## src/rtl/logic_gate_unit.sv

```systemverilog
// logic_gate_unit: bitwise two-operand gate with a 2-entry result FIFO,
// valid/ready handshakes on both sides and a saturating delivery counter.
// Every output is driven straight from a register. The head-of-buffer value
// is kept in its own register so y keeps its last value once the buffer drains.
module logic_gate_unit #(
  parameter int WIDTH = 8,
  parameter int CNT_W = 16
) (
  input  logic             clk,
  input  logic             rst_n,
  input  logic             in_valid,
  output logic             in_ready,
  input  logic [2:0]       op,
  input  logic [WIDTH-1:0] a,
  input  logic [WIDTH-1:0] b,
  output logic             out_valid,
  input  logic             out_ready,
  output logic [WIDTH-1:0] y,
  output logic [CNT_W-1:0] done_cnt
);

  // Result storage and bookkeeping registers
  logic [WIDTH-1:0] mem_r [0:1];
  logic             wr_ptr_r;
  logic             rd_ptr_r;
  logic [1:0]       count_r;
  logic             in_ready_r;
  logic             out_valid_r;
  logic [WIDTH-1:0] y_r;
  logic [CNT_W-1:0] done_cnt_r;

  // Next-state signals
  logic             push_s;
  logic             pop_s;
  logic [WIDTH-1:0] result_s;
  logic             wr_ptr_nxt_s;
  logic             rd_ptr_nxt_s;
  logic [1:0]       count_nxt_s;
  logic [WIDTH-1:0] head_nxt_s;
  logic [CNT_W-1:0] done_cnt_nxt_s;

  // Bitwise gate selected by op; b is unused for NOT and BUF
  function automatic logic [WIDTH-1:0] gate_eval(
    input logic [2:0]       op_i,
    input logic [WIDTH-1:0] a_i,
    input logic [WIDTH-1:0] b_i
  );
    logic [WIDTH-1:0] r;
    case (op_i)
      3'b000:  r = ~a_i;
      3'b001:  r = a_i & b_i;
      3'b010:  r = a_i | b_i;
      3'b011:  r = a_i ^ b_i;
      3'b100:  r = ~(a_i & b_i);
      3'b101:  r = ~(a_i | b_i);
      3'b110:  r = ~(a_i ^ b_i);
      3'b111:  r = a_i;
      default: r = a_i;
    endcase
    return r;
  endfunction

  // Handshake decode: readiness comes from registered occupancy only
  always_comb begin
    push_s   = in_valid && (count_r != 2'd2);
    pop_s    = out_ready && (count_r != 2'd0);
    result_s = gate_eval(op, a, b);
  end

  // Pointer and occupancy next-state; simultaneous push and pop keeps occupancy
  always_comb begin
    wr_ptr_nxt_s = wr_ptr_r ^ push_s;
    rd_ptr_nxt_s = rd_ptr_r ^ pop_s;
    count_nxt_s  = count_r;
    case ({push_s, pop_s})
      2'b10:   count_nxt_s = count_r + 2'd1;
      2'b01:   count_nxt_s = count_r - 2'd1;
      default: count_nxt_s = count_r;
    endcase
  end

  // Next head value: new result if it lands in the slot that becomes the head,
  // otherwise the stored slot; an empty buffer keeps the last shown value
  always_comb begin
    head_nxt_s = y_r;
    if (count_nxt_s == 2'd0) begin
      head_nxt_s = y_r;
    end else if (push_s && (wr_ptr_r == rd_ptr_nxt_s)) begin
      head_nxt_s = result_s;
    end else begin
      head_nxt_s = mem_r[rd_ptr_nxt_s];
    end
  end

  // Delivery counter increments per output transfer and sticks at all-ones
  always_comb begin
    done_cnt_nxt_s = done_cnt_r;
    if (pop_s && (done_cnt_r != {CNT_W{1'b1}})) begin
      done_cnt_nxt_s = done_cnt_r + CNT_W'(1);
    end else begin
      done_cnt_nxt_s = done_cnt_r;
    end
  end

  // Result slot write on input transfer; stored results are never modified
  always_ff @(posedge clk or negedge rst_n) begin
    if (!rst_n) begin
      mem_r[0] <= {WIDTH{1'b0}};
      mem_r[1] <= {WIDTH{1'b0}};
    end else if (push_s) begin
      mem_r[wr_ptr_r] <= result_s;
    end else begin
      mem_r[0] <= mem_r[0];
      mem_r[1] <= mem_r[1];
    end
  end

  // Control state and registered outputs
  always_ff @(posedge clk or negedge rst_n) begin
    if (!rst_n) begin
      wr_ptr_r    <= 1'b0;
      rd_ptr_r    <= 1'b0;
      count_r     <= 2'd0;
      in_ready_r  <= 1'b1;
      out_valid_r <= 1'b0;
      y_r         <= {WIDTH{1'b0}};
      done_cnt_r  <= {CNT_W{1'b0}};
    end else begin
      wr_ptr_r    <= wr_ptr_nxt_s;
      rd_ptr_r    <= rd_ptr_nxt_s;
      count_r     <= count_nxt_s;
      in_ready_r  <= (count_nxt_s != 2'd2);
      out_valid_r <= (count_nxt_s != 2'd0);
      y_r         <= head_nxt_s;
      done_cnt_r  <= done_cnt_nxt_s;
    end
  end

  assign in_ready  = in_ready_r;
  assign out_valid = out_valid_r;
  assign y         = y_r;
  assign done_cnt  = done_cnt_r;

endmodule

```

## config.mk

```make
export PLATFORM = sky130hd
export DESIGN_NAME = logic_gate_unit
export DESIGN_NICKNAME = d
export VERILOG_FILES = /design/src/rtl/logic_gate_unit.sv
export SDC_FILE = /design/constraint.sdc
export NUM_CORES = 1
export LEC_CHECK = 0
export CORE_MARGIN = 2
export CORE_UTILIZATION = 58
export DETAILED_ROUTE_END_ITERATION = 6
export PLACE_DENSITY_LB_ADDON = 0.05
export SLEW_MARGIN = 25
export SYNTH_ARGS = -nofsm -noshare
export SYNTH_HDL_FRONTEND = slang
export SYNTH_SLANG_ARGS = --single-unit
```

## constraint.sdc

```tcl
create_clock -name clk -period 2.95 [get_ports clk]
set_input_delay 0.7375 -clock clk [delete_from_list [all_inputs] [get_ports clk]]
set_output_delay 0.7375 -clock clk [all_outputs]
set_load 0.02 [all_outputs]
```

---- Yosys cells after proc, flatten, opt, wreduce, memory -nomap -nowiden ----
Cells that the tools add are included.
storage, ports and cells
  flip-flop bits (word level) ............. 46
  bits of input ports ..................... 23
  output and inout bits ................... 26
  word-level logic and storage cells ...... 57
operators by class
  $add $sub $neg .......................... 3
  magnitude comparators ................... 3
  equality and inequality tests ........... 13
  mux-type cells .......................... 9
  bitwise operators ....................... 11
  reductions and logical operators ........ 9
operator list
  operator               number
  $pmux 8 s8             1
  $mux 8                 5
  $not 8->8              4
  $add 16x1->16 const B  1
  $bwmux 16              1
  $ne 16x16->1 const B   1
  $eq 3x3->1 const B     4
  $and 8x8->8            1
  $demux 8 s1            1
  $or 8x8->8             1
  $xor 8x8->8            1
  $eq 3x2->1 const B     2
  $logic_and 1x1->1      5
  $ge 2x2->1 const B     2
  $ne 2x2->1 const B     2
  $not 1->2              2
  $pmux 2 s2             1
  $reduce_bool 2->1      2
  $eq 3x1->1 const B     1
  $logic_not 3->1        1
  $add 2x1->2 const B    1
  $eq 2x1->1 const B     1
  $eq 2x2->1 const B     1
  $logic_not 2->1        1
  4 further kinds        5

---- Longest topological paths before layout ----
  depth in word-level cells ............... 8
  depth in mapped cells ................... 11
  mapped depth without buffers ............ 10

---- Worst setup path after synthesis ----
Ideal clock, no wire load.
  path kind ............................... input to register
  from .................................... input in_valid
  to ...................................... register y_r[5] (netlist: y[5])
  library setup time ...................... 123 ps
  arrival ................................. 2023 ps
  data required time ...................... 2827 ps
  slack ................................... 804 ps
  stages on the path ...................... 9
  buffers on the path ..................... 0
  cell sequence ........................... o21a_1 inv_1 ha_1 xnor2_1 nor2_1 a22o_1 inv_2 nand3_1 o221a_1
on the way
  longest elaborated chain between the ends .. 4
  elaborated cells between the ends (all ways) .. 7
  those cells by class .................... eq/ne (2); mux (2); reduce/logical (3)
RTL lines
  item                                      RTL line  RTL
  start, declared                           11        input logic in_valid,
  $logic_and 1x1->1 (*)                     65        push_s = in_valid && (count_r != 2'd2);
  $eq 2x1->1 or $eq 2x2->1 (tied branches)  75        case ({push_s, pop_s})
  $pmux 2 s2                                75
  $logic_not 2->1                           86        if (count_nxt_s == 2'd0) begin
  end signal, assigned                      126       y_r <= {WIDTH{1'b0}};
  end signal, assigned                      134       y_r <= head_nxt_s;
  end, declared                             29        logic [WIDTH-1:0] y_r;
Mark *: on every way between the ends. The rest lies on a longest branch, timed or not.
A chain may end at the register's enable or synchronous reset.

---- Worst setup path after layout ----
  from .................................... input in_valid
  to ...................................... register y_r[3] (netlist: y[3])
The elaborated chain is that of the path after synthesis.

==> results.toml <==
[status]
status = "complete, no violations"

[setup_path]
worst-path-buf-inv = 3
cp.arrival_ps = 2750
cp_slowest_cell = "clkdlybuf4s50_1"
start_kind = "primary input"
crit_chain = "clkdlybuf4s50_1 -> o21a_1 -> inv_1 -> ha_1 -> xnor2_1 -> nor2_1 -> a22o_1 -> inv_2 -> nand3_1 -> o221a_1"
crit_family = "compound AO/OA/AOI/OAI gates"
critical_path_required_ps = 3140
path_class = "in -> reg"
critPathMaxFanout = 6
endpoint_kind = "register"
cpPeakStageDelay_ps = 530

[power_and_ir_drop]
power_mw = 3.09
pwr_density_cell_nw_per_um2 = 842
p_leak_nw = 1.60
peakVddDrop_mv = 0.386

[layout]
diodes = 0
fill_cells = 393
nets = 399
fin_area_sq_um = 3670
area_delta_synth_final_pct = 22.7
final_cell_mix = "clkdlybuf4s50_1 (47), dfrtp_1 (45), inv_1 (28), nor2_1 (26), nand2_1 (25)"
final_common_cell = "clkdlybuf4s50_1"
drive_gt1_share_pct = 12.9

[placed_design]
pre_cts_ws_ps = 83.9
dp_hpwl_um = 4430
routabilityCongestion = 0.832
place_area_sq_um = 3560
port_buffers = 48

[floorplan]
die_y_um = 75.8
dieArea_sq_um = 5750
die_w_um = 75.8
coreArea_sq_um = 5040
ios = 49
placementRows = 26
initial_core_util_pct = 59.3

[global_route]
grt_pass1_vias = 2169
grt_pass1_wl_um = 9600
grt_max_degree = 47
grtUsageTotal_pct = 21.8
overflow = 0
antenna_found_initial = 0

[clock_network]
post_cts_resized = 0
htreeDepth = 2
cts_inserted_buffers = 5
cts-root-buf = "clkbuf_8"
ctsHoldBuffers = 0
clk_latency_ps = 300
tritoncts = "built"
cts_setup_buffers = 0
cts.sinks = 46
path_clk_slew_ps = 90
clockBufferDepth = 2

[synthesis]
synth-main-ff-cell = "dfrtp_1"
synth-edff-count = 0
synth_fp_nets = 349
yosys_warnings = 0
yosys.cell_types.count = 61
ys_async_sr_fraction_pct = 100
synth.largest_area_cell = "dfrtp_1"
ys_top_cells_by_area = "dfrtp_1 (38%), ha_1 (8.4%), xnor2_1 (3.8%)"
synth.top_cell.area_share_pct = 37.6
syn_area_sq_um = 2990
synthCells = 306
ys_seq_area_share_pct = 38.5
ys_ff_latch = 46
avgSynthCellArea_sq_um = 9.78

[timing]
fmax_mhz = 391
slew_headroom_pct = 63.1
worst_slack_ps = 393
timing.setup.tns_ps = 0
min_period_over_period_pct = 86.7
worst-slew-pin-transition_ps = 553
drv_slew = 0
finalSetupViolCount = 0
finalHoldViolCount = 0
fin_skew_ps = 14.5
hold-worst-slack_ps = 414
grt_setup_unrepaired = "no"
fin_crit_ps = 2560

[detailed_routing]
drc = 0
routed_via_density = 5.68
dr.pass1.iters = 5
drt-total-wl_um = 5890
avgRoutedWirePerCell_um = 13.8
ant_nets = 0
drtIter0Drc = 123
routed-via-count = 2426

[worst_hold_path]
hp-class = "in -> async"

[job]
drv_cap = 0
## cell families after synthesis
logic type | share of synthesized area [%]
flops | 38.5
simple gates | 15.1
xor+xnor | 5.90
buf+inv | 6.48
mux | 7.74
compound gates | 17.9
fa+ha+maj | 8.36
## synthesized netlist by cell type (2+ instances only)
master,instances
xnor2_1,13
inv_1,28
nor3_1,3
o31ai_1,2
nand2_1,25
buf_2,8
inv_2,5
nand3_1,12
a21oi_1,12
a211oi_1,5
and4_1,2
and3_1,2
a21boi_1,2
nand2b_1,2
mux2i_1,7
dfrtp_1,45
nor2b_1,3
o221ai_1,6
o21ai_0,2
o221a_1,7
o21a_1,2
nand4_1,6
mux2_2,10
a31oi_1,9
nor2_1,26
xor2_1,4
buf_1,2
ha_1,20
o21ai_1,4
## flip-flops by register name, indices dropped and copies added (netlist names)
signal	count
count_r	2
y	8
mem_r	16
done_cnt	16
in_ready	1
wr_ptr_r	1
rd_ptr_r	1
out_valid	1
## through the flow
step	util, %	instances
after CTS	72.7	427
after detailed placement	70.5	419
final	72.8	427
after global routing	72.8	427
after floorplan	-	306
after global placement	70.5	419
## path summary, 6_finish.rpt
check,depth (start not counted),to,slack (ps),startpoint
setup / recovery,10,y[3],390,in_valid
hold / removal,1,mem_r[0],410,rst_n
setup reg to reg,9,y[3],740,count_r[0]
hold reg to reg,1,done_cnt[13],500,done_cnt[13]
max in group asynchronous,2,in_ready,1990,rst_n
min in group clk,1,done_cnt[13],500,done_cnt[13]
## cell type report
class,count,area (sq um),share of cell area [%]
repair buffers,56,551,15.0
inverters,33,124,3.38
well taps,70,87.6,2.39
multi-input cells,214,1650,44.8
flip-flops and latches,46,1150,31.4
clock inverters,2,37.5,1.02
clock buffers,6,72.6,1.98
## worst register-to-register path, cell delays in order, from the launching register on
cell and delay, ps:
dfrtp_1 510, o21ai_4 260, inv_2 110, ha_1 230, xnor2_1 140, nor2_1 50, a22o_1 220, inv_2 60
nand3_1 210, o221a_1 310
## routing by layer
| layer | global-route usage, % | wire [um] |
|---|---|---|
| met2 | 34.8 | 2720 |
| met3 | 3.57 | 280 |
| met1 | 30.5 | 2830 |
| met4 | 6.63 | 57 |
| met5 | 0 | 0 |
## where the power goes
part	leakage, nW	switching, mW	internal [mW]
Clock	0.0514	0.206	0.253
Sequential	0.559	0.201	0.900
Combinational	0.993	0.770	0.762
Total	1.60	1.18	1.92
Note: power is estimated with default switching activity, not from simulation.
